[config.mk]
export PLATFORM = sky130hd
export DESIGN_NAME = passcode_verifier_n_flat
export DESIGN_NICKNAME = d
export VERILOG_FILES = /design/src/rtl/passcode_verifier_n_pkg.sv /design/src/rtl/passcode_verifier_n_if.sv /design/src/rtl/passcode_verifier_n_down_counter.sv /design/src/rtl/passcode_verifier_n.sv /design/src/flat_wrapper.sv
export SDC_FILE = /design/constraint.sdc
export NUM_CORES = 1
export LEC_CHECK = 0
export ABC_AREA = 1
export BUFFER_PORTS_ARGS = -buffer_cell sky130_fd_sc_hd__buf_2
export CAP_MARGIN = 20
export CELL_PAD_IN_SITES_DETAIL_PLACEMENT = 1
export CELL_PAD_IN_SITES_GLOBAL_PLACEMENT = 1
export CORE_MARGIN = 3
export CORE_UTILIZATION = 41
export DETAILED_ROUTE_END_ITERATION = 10
export HOLD_SLACK_MARGIN = 0.12
export PLACE_DENSITY = 0.83
export SLEW_MARGIN = 20
export SYNTH_ARGS = -nofsm -noshare
export SYNTH_HDL_FRONTEND = slang
export SYNTH_SLANG_ARGS = --single-unit
[constraint.sdc]
create_clock -name Clk -period 4.9 [get_ports Clk]
set_input_delay 0.49 -clock Clk [delete_from_list [all_inputs] [get_ports Clk]]
set_output_delay 0.49 -clock Clk [all_outputs]
set_load 0.005 [all_outputs]
[src/rtl/passcode_verifier_n_pkg.sv]
// Shared types for the passcode verifier: FSM state encoding and
// Pass_Fail_Out result codes.
package passcode_pkg;

  typedef enum logic [2:0] {
    ST_IDLE,
    ST_COLLECT,
    ST_PASS,
    ST_FAIL,
    ST_LOCKED
  } state_e;

  localparam logic [1:0] PF_IDLE = 2'b00;
  localparam logic [1:0] PF_PASS = 2'b01;
  localparam logic [1:0] PF_FAIL = 2'b10;
  localparam logic [1:0] PF_LOCK = 2'b11;

endpackage

[src/rtl/passcode_verifier_n_if.sv]
// Digit entry / result bundle between the front end (master) and the
// passcode verifier (slave).
interface passcode_verifier_n_if #(
  parameter int unsigned DIGIT_W    = 4,
  parameter int unsigned NUM_DIGITS = 4,
  parameter int unsigned MAX_TRIES  = 3
);
  localparam int unsigned CW = $clog2(NUM_DIGITS + 1);
  localparam int unsigned TW = $clog2(MAX_TRIES + 1);

  logic                           Enable_In;
  logic                           Digit_Valid;
  logic [DIGIT_W-1:0]             Digit_In;
  logic                           Clear;
  logic [NUM_DIGITS*DIGIT_W-1:0]  Ref_Code;
  logic [1:0]                     Pass_Fail_Out;
  logic [CW-1:0]                  Digit_Count;
  logic [TW-1:0]                  Tries_Left;

  modport master (
    output Enable_In, Digit_Valid, Digit_In, Clear, Ref_Code,
    input  Pass_Fail_Out, Digit_Count, Tries_Left
  );

  modport slave (
    input  Enable_In, Digit_Valid, Digit_In, Clear, Ref_Code,
    output Pass_Fail_Out, Digit_Count, Tries_Left
  );
endinterface

[src/rtl/passcode_verifier_n_down_counter.sv]
// Loadable, enable-gated down counter that saturates at zero and flags it.
module passcode_down_counter #(
  parameter int unsigned W = 8
) (
  input  logic         clk_i,
  input  logic         rst_ni,
  input  logic         en_i,
  input  logic         load_i,
  input  logic [W-1:0] load_val_i,
  input  logic         dec_i,
  output logic         zero_o
);
  logic [W-1:0] count_q;

  always_ff @(posedge clk_i or negedge rst_ni) begin
    if (!rst_ni) begin
      count_q <= '0;
    end else if (en_i) begin
      if (load_i) begin
        count_q <= load_val_i;
      end else if (dec_i && (count_q != '0)) begin
        count_q <= count_q - W'(1);
      end
    end
  end

  assign zero_o = (count_q == '0);
endmodule

[src/rtl/passcode_verifier_n.sv]
// Parametrised passcode verifier with failed-attempt lockout.
// Optional inter-digit timeout enabled by defining PASSCODE_TIMEOUT_EN.
module passcode_verifier_n
  import passcode_pkg::*;
#(
  parameter int unsigned DIGIT_W        = 4,
  parameter int unsigned NUM_DIGITS     = 4,
  parameter int unsigned MAX_TRIES      = 3,
  parameter int unsigned LOCKOUT_CYCLES = 1000,
  parameter int unsigned TIMEOUT_CYCLES = 5000
) (
  input  logic                  Clk,
  input  logic                  Rst,
  passcode_verifier_n_if.slave  bus
);
  localparam int unsigned CW = $clog2(NUM_DIGITS + 1);
  localparam int unsigned TW = $clog2(MAX_TRIES + 1);
  localparam int unsigned LW = $clog2(LOCKOUT_CYCLES + 1);

  state_e        state_q;
  logic [1:0]    pf_q;
  logic [CW-1:0] cnt_q;
  logic [TW-1:0] tries_q;
  logic          mism_q;

  logic [CW-1:0]      exp_idx;
  logic [DIGIT_W-1:0] exp_digit;
  logic               accept, last_digit, mism_final, timed_out, fail_now;
  logic               lock_load, lock_zero;

  // Start of a new entry always compares against digit 0, regardless of count.
  always_comb begin
    exp_idx   = (state_q == ST_COLLECT) ? cnt_q : '0;
    exp_digit = '0;
    for (int unsigned i = 0; i < NUM_DIGITS; i++) begin
      if (exp_idx == i[CW-1:0]) begin
        exp_digit = bus.Ref_Code[(NUM_DIGITS-1-i)*DIGIT_W +: DIGIT_W];
      end
    end
    accept     = bus.Digit_Valid && !bus.Clear && (state_q != ST_LOCKED);
    last_digit = accept && (exp_idx == CW'(NUM_DIGITS - 1));
    mism_final = (bus.Digit_In != exp_digit) || ((state_q == ST_COLLECT) && mism_q);
    fail_now   = (last_digit && mism_final) || timed_out;
    lock_load  = fail_now && (tries_q == TW'(1));
  end

`ifdef PASSCODE_TIMEOUT_EN
  localparam int unsigned TOW = $clog2(TIMEOUT_CYCLES + 1);
  logic to_zero;

  passcode_down_counter #(.W(TOW)) u_timeout_cnt (
    .clk_i      (Clk),
    .rst_ni     (Rst),
    .en_i       (bus.Enable_In),
    .load_i     (accept),
    .load_val_i (TOW'(TIMEOUT_CYCLES - 1)),
    .dec_i      (state_q == ST_COLLECT),
    .zero_o     (to_zero)
  );

  // An arriving digit or Clear in the expiry cycle takes priority over timeout.
  assign timed_out = (state_q == ST_COLLECT) && !accept && !bus.Clear && to_zero;
`else
  assign timed_out = 1'b0;
`endif

  passcode_down_counter #(.W(LW)) u_lock_cnt (
    .clk_i      (Clk),
    .rst_ni     (Rst),
    .en_i       (bus.Enable_In),
    .load_i     (lock_load),
    .load_val_i (LW'(LOCKOUT_CYCLES - 1)),
    .dec_i      (state_q == ST_LOCKED),
    .zero_o     (lock_zero)
  );

  always_ff @(posedge Clk or negedge Rst) begin
    if (!Rst) begin
      state_q <= ST_IDLE;
      pf_q    <= PF_IDLE;
      cnt_q   <= '0;
      tries_q <= TW'(MAX_TRIES);
      mism_q  <= 1'b0;
    end else if (bus.Enable_In) begin
      if (state_q == ST_LOCKED) begin
        if (lock_zero) begin
          state_q <= ST_IDLE;
          pf_q    <= PF_IDLE;
          tries_q <= TW'(MAX_TRIES);
        end
      end else if (bus.Clear) begin
        state_q <= ST_IDLE;
        pf_q    <= PF_IDLE;
        cnt_q   <= '0;
        mism_q  <= 1'b0;
      end else if (fail_now) begin
        mism_q <= 1'b0;
        if (tries_q == TW'(1)) begin
          state_q <= ST_LOCKED;
          pf_q    <= PF_LOCK;
          cnt_q   <= '0;
          tries_q <= '0;
        end else begin
          state_q <= ST_FAIL;
          pf_q    <= PF_FAIL;
          cnt_q   <= CW'(NUM_DIGITS);
          tries_q <= tries_q - TW'(1);
        end
      end else if (last_digit) begin
        state_q <= ST_PASS;
        pf_q    <= PF_PASS;
        cnt_q   <= CW'(NUM_DIGITS);
        tries_q <= TW'(MAX_TRIES);
        mism_q  <= 1'b0;
      end else if (accept) begin
        state_q <= ST_COLLECT;
        pf_q    <= PF_IDLE;
        cnt_q   <= exp_idx + CW'(1);
        mism_q  <= mism_final;
      end
    end
  end

  assign bus.Pass_Fail_Out = pf_q;
  assign bus.Digit_Count   = cnt_q;
  assign bus.Tries_Left    = tries_q;
endmodule

[src/flat_wrapper.sv]
// flat-port wrapper written by rule: the top's interface ports become plain ports
module passcode_verifier_n_flat import passcode_pkg::*;
#(
  parameter int unsigned DIGIT_W        = 4,
  parameter int unsigned NUM_DIGITS     = 4,
  parameter int unsigned MAX_TRIES      = 3,
  parameter int unsigned LOCKOUT_CYCLES = 1000,
  parameter int unsigned TIMEOUT_CYCLES = 5000
)
  (Clk, Rst, bus_Enable_In, bus_Digit_Valid, bus_Digit_In, bus_Clear, bus_Ref_Code, bus_Pass_Fail_Out, bus_Digit_Count, bus_Tries_Left);
  passcode_verifier_n_if #(.DIGIT_W(DIGIT_W), .NUM_DIGITS(NUM_DIGITS), .MAX_TRIES(MAX_TRIES)) bus_i ();
  input  logic Clk;
  input  logic Rst;
  input wire logic [$bits(bus_i.Enable_In)-1:0] bus_Enable_In;
  input wire logic [$bits(bus_i.Digit_Valid)-1:0] bus_Digit_Valid;
  input wire logic [$bits(bus_i.Digit_In)-1:0] bus_Digit_In;
  input wire logic [$bits(bus_i.Clear)-1:0] bus_Clear;
  input wire logic [$bits(bus_i.Ref_Code)-1:0] bus_Ref_Code;
  output wire logic [$bits(bus_i.Pass_Fail_Out)-1:0] bus_Pass_Fail_Out;
  output wire logic [$bits(bus_i.Digit_Count)-1:0] bus_Digit_Count;
  output wire logic [$bits(bus_i.Tries_Left)-1:0] bus_Tries_Left;
  assign bus_i.Enable_In = bus_Enable_In;
  assign bus_i.Digit_Valid = bus_Digit_Valid;
  assign bus_i.Digit_In = bus_Digit_In;
  assign bus_i.Clear = bus_Clear;
  assign bus_i.Ref_Code = bus_Ref_Code;
  assign bus_Pass_Fail_Out = bus_i.Pass_Fail_Out;
  assign bus_Digit_Count = bus_i.Digit_Count;
  assign bus_Tries_Left = bus_i.Tries_Left;
  passcode_verifier_n #(.DIGIT_W(DIGIT_W), .NUM_DIGITS(NUM_DIGITS), .MAX_TRIES(MAX_TRIES), .LOCKOUT_CYCLES(LOCKOUT_CYCLES), .TIMEOUT_CYCLES(TIMEOUT_CYCLES)) u_core (.Clk(Clk), .Rst(Rst), .bus(bus_i));
endmodule
==> impl_metrics.env <==
export IMPL_pwr_density_cell_nw_per_um2=203
export IMPL_path_clk_slew_ps=130
export IMPL_intPower_uw=241
export IMPL_num_rows=21
export IMPL_synth_warnings=0
export IMPL_hold_viol_final=0
export IMPL_ant_nets=0
export IMPL_hp_class="in2async"
export IMPL_start_util_pct=43.9
export IMPL_coreArea_um2=3420
export IMPL_run_status="completed"
export IMPL_grt_max_degree=22
export IMPL_num_vias=1409
export IMPL_synth_seq_area_share_pct=35.2
export IMPL_ys_types=33
export IMPL_final_cell_mix="56 x nand2_1, 31 x buf_2, 30 x inv_1, 26 x nand3_1, 19 x dfrtp_1"
export IMPL_cts_tree="done"
export IMPL_tightest_slew_ps=525
export IMPL_grt_pass1_wl_mm=5.93
export IMPL_first_pass_iters=4
export IMPL_power_frac_comb_pct=20.6
export IMPL_grt_setup_unrepaired="no"
export IMPL_grt_pass1_vias=1377
export IMPL_worstPathBufferInverterCount=2
export IMPL_syn_num_nets=236
export IMPL_pwr_share_seq_pct=54.0
export IMPL_fp_dieW_um=66.5
export IMPL_crit_path_start_kind="flip-flop"
export IMPL_fin_crit_ps=2640
export IMPL_finalNetCount=269
export IMPL_wl_mm=3.50
export IMPL_final_setup_worst_slack_ps=2260
export IMPL_ctsHoldBuffers=0
export IMPL_gr_usage_met2_pct=31.5
export IMPL_path_cells="inv_2 -> nand3_2 -> nor3_1 -> ha_1 -> inv_1 -> or2_2 -> nand2_1 -> nand2_1 -> nand2_1 -> nor2_2 -> nand3_2 -> nand3_4 -> nand2_4 -> nand2_4 -> nand2_1 -> nand2_1"
export IMPL_top_usage_layer="met2"
export IMPL_post_cts_buffers=0
export IMPL_cpMaxStageDelayCell="dfrtp_1"
export IMPL_grt_ovfl_total=0
export IMPL_use_met3_pct=3.88
export IMPL_cts_root_buf="clkbuf_4"
export IMPL_io_pins=32
export IMPL_end_kind="flip-flop"
export IMPL_finalCritPeriodShare_pct=53.9
export IMPL_syn_area_per_cell_um2=7.21
export IMPL_max_slew_margin_pct=64.7
export IMPL_pre_cts_slack_ps=2250
export IMPL_setup_viol=0
export IMPL_critical_path_top_delay_family="simple AND/OR/NAND/NOR gates"
export IMPL_layout_commonest_cell="nand2_1"
export IMPL_numCtsBuffers=3
export IMPL_worstPathRequired_ps=5120
export IMPL_drc=0
export IMPL_insertion_delay_ps=310
export IMPL_fp_dieH_um=66.5
export IMPL_p_switching_uw=108
export IMPL_place_area_um2=1690
export IMPL_final_cell_area_um2=1720
export IMPL_antenna_cells=0
export IMPL_finClkSkew_ps=7.53
export IMPL_clkPwrFrac_pct=25.3
export IMPL_syn_area_um2=1500
export IMPL_antenna_found_initial=0
export IMPL_final_core_util_pct=50.4
export IMPL_final_hold_worst_slack_ps=117
export IMPL_io_buffers=31
export IMPL_htree_levels=1
export IMPL_p_leak_nw=0.926
export IMPL_place_hpwl_mm=2.91
export IMPL_maxCapViolCount=0
export IMPL_wl_per_cell_um=12.2
export IMPL_crit_path_frequent_cell="nand2_1"
export IMPL_swShare_pct=31.0
export IMPL_syn_inst=208
export IMPL_tns_ps=0
export IMPL_max_vdd_ir_drop_uv=127
export IMPL_ys_ff_latch=21
export IMPL_syn2layout_area_growth_pct=14.9
export IMPL_vias_per_cell=4.93
export IMPL_clock_sinks=21
export IMPL_arrival_ps=2860
export IMPL_drive_gt1_share_pct=23.8
export IMPL_critical_path_class="reg2reg"
export IMPL_slowest_delay_ps=430
export IMPL_crit_path_max_fanout=14
export IMPL_fp_dieArea_um2=4420
export IMPL_use_met1_pct=20.8
export IMPL_globalRouteTotalUtil_pct=17.3
export IMPL_drt_iter0_markers=49
export IMPL_slew_viol_final=0
export IMPL_cts_resized=0
export IMPL_clock_path_buffers=2
export IMPL_place_congestion=0.782
export IMPL_fmax_mhz=379
## power groups by stage
stage          Sequential, mW  Clock (mW)  Combinational, mW
3_3_place_gp            0.192           0             0.0714
4_1_cts                 0.189      0.0915             0.0735
2_1_floorplan           0.191           0             0.0465
3_5_place_dp            0.192           0             0.0730
5_1_grt                 0.190       0.101             0.0825
6_report                0.189      0.0885             0.0720
## cells by family after synthesis
group                    Yosys count  synth area share (%)
AND/OR/NAND/NOR                  122                  39.6
AO/OA/AOI/OAI                     18                  8.10
adder cells (fa/ha/maj)            3                  2.50
buffers and inverters             35                  9.35
XOR/XNOR                           9                  5.26
flip-flops                        21                  35.2
## stage by stage
step                      std cells  power (mW)
after floorplan                 208       0.238
after global placement          282       0.264
after detailed placement        282       0.265
after CTS                       286       0.354
after global routing            286       0.374
final                           286       0.349
## flip-flops by register name, summed over array words and instances, names as in the netlist
name	flops
u_core.bus.Digit_Count	3
u_core.bus.Pass_Fail_Out	2
u_core.bus.Tries_Left	2
u_core.mism_q	1
u_core.state_q	3
u_core.u_lock_cnt.count_q	10
## synth_stat cells
| library cell | count | area [um2] |
|---|---|---|
| nand2_1 | 56 | 210 |
| inv_1 | 30 | 113 |
| nand3_1 | 26 | 130 |
| dfrtp_1 | 19 | 475 |
| nor2_1 | 15 | 56.3 |
| o21ai_0 | 7 | 35.0 |
| nand4_1 | 6 | 37.5 |
| xor2_1 | 6 | 52.6 |
| nor2_2 | 4 | 25.0 |
| ha_1 | 3 | 37.5 |
| nor3_1 | 3 | 15.0 |
| o21ai_1 | 3 | 15.0 |
| xnor2_1 | 3 | 26.3 |
| dfstp_2 | 2 | 52.6 |
| inv_2 | 2 | 7.51 |
| nand2_4 | 2 | 22.5 |
| nand3_2 | 2 | 20.0 |
| nor2_4 | 2 | 22.5 |
| o32ai_1 | 2 | 17.5 |
| or2_2 | 2 | 12.5 |
| a211oi_1 | 1 | 7.51 |
| a21oi_1 | 1 | 5.00 |
| a31oi_2 | 1 | 12.5 |
| buf_2 | 1 | 5.00 |
| buf_6 | 1 | 11.3 |
| clkbuf_1 | 1 | 3.75 |
| nand2_2 | 1 | 6.26 |
| nand3_4 | 1 | 17.5 |
| nand3b_1 | 1 | 7.51 |
| nor3_2 | 1 | 10.0 |
| o211ai_2 | 1 | 12.5 |
| o21ai_2 | 1 | 8.76 |
| o21bai_1 | 1 | 7.51 |
## metal layers
layer / share of wire [%] / routed length (um)
met1: 44 / 1550
met2: 51 / 1770
met4: 0.54 / 19
met3: 4.4 / 153
met5: 0 / 0
## final cells by class
class,instances,area [um2]
fillers,474,1690
multi-input cells,152,831
flip-flops and latches,21,528
repair buffers,31,155
inverters,32,120
well taps,46,57.6
clock buffers,3,22.5
clock inverters,1,7.51
## path summary, 6_finish.rpt
kind / start / to / slack, ps / depth (start not counted)
min in group Clk: u_core.u_lock_cnt.count_q[8] / u_core.u_lock_cnt.count_q[8] / 490 / 2
min: Rst / u_core.u_lock_cnt.count_q[8] / 120 / 1
max in group asynchronous: Rst / u_core.bus.Tries_Left[0] / 4430 / 1
max reg2reg: u_core.state_q[2] / u_core.u_lock_cnt.count_q[5] / 2260 / 16
max: u_core.state_q[2] / u_core.u_lock_cnt.count_q[5] / 2260 / 16
min reg2reg: u_core.u_lock_cnt.count_q[8] / u_core.u_lock_cnt.count_q[8] / 490 / 2
## worst reg2reg max path, cell delays in order, from the launching register on
cell and delay [ps]:
dfrtp_1 430, inv_2 90, nand3_2 140, nor3_1 240, ha_1 240, inv_1 150
or2_2 330, nand2_1 80, nand2_1 50, nand2_1 80, nor2_2 40, nand3_2 110
nand3_4 170, nand2_4 170, nand2_4 100, nand2_1 70, nand2_1 60
Power figures use the tool's default switching activity.
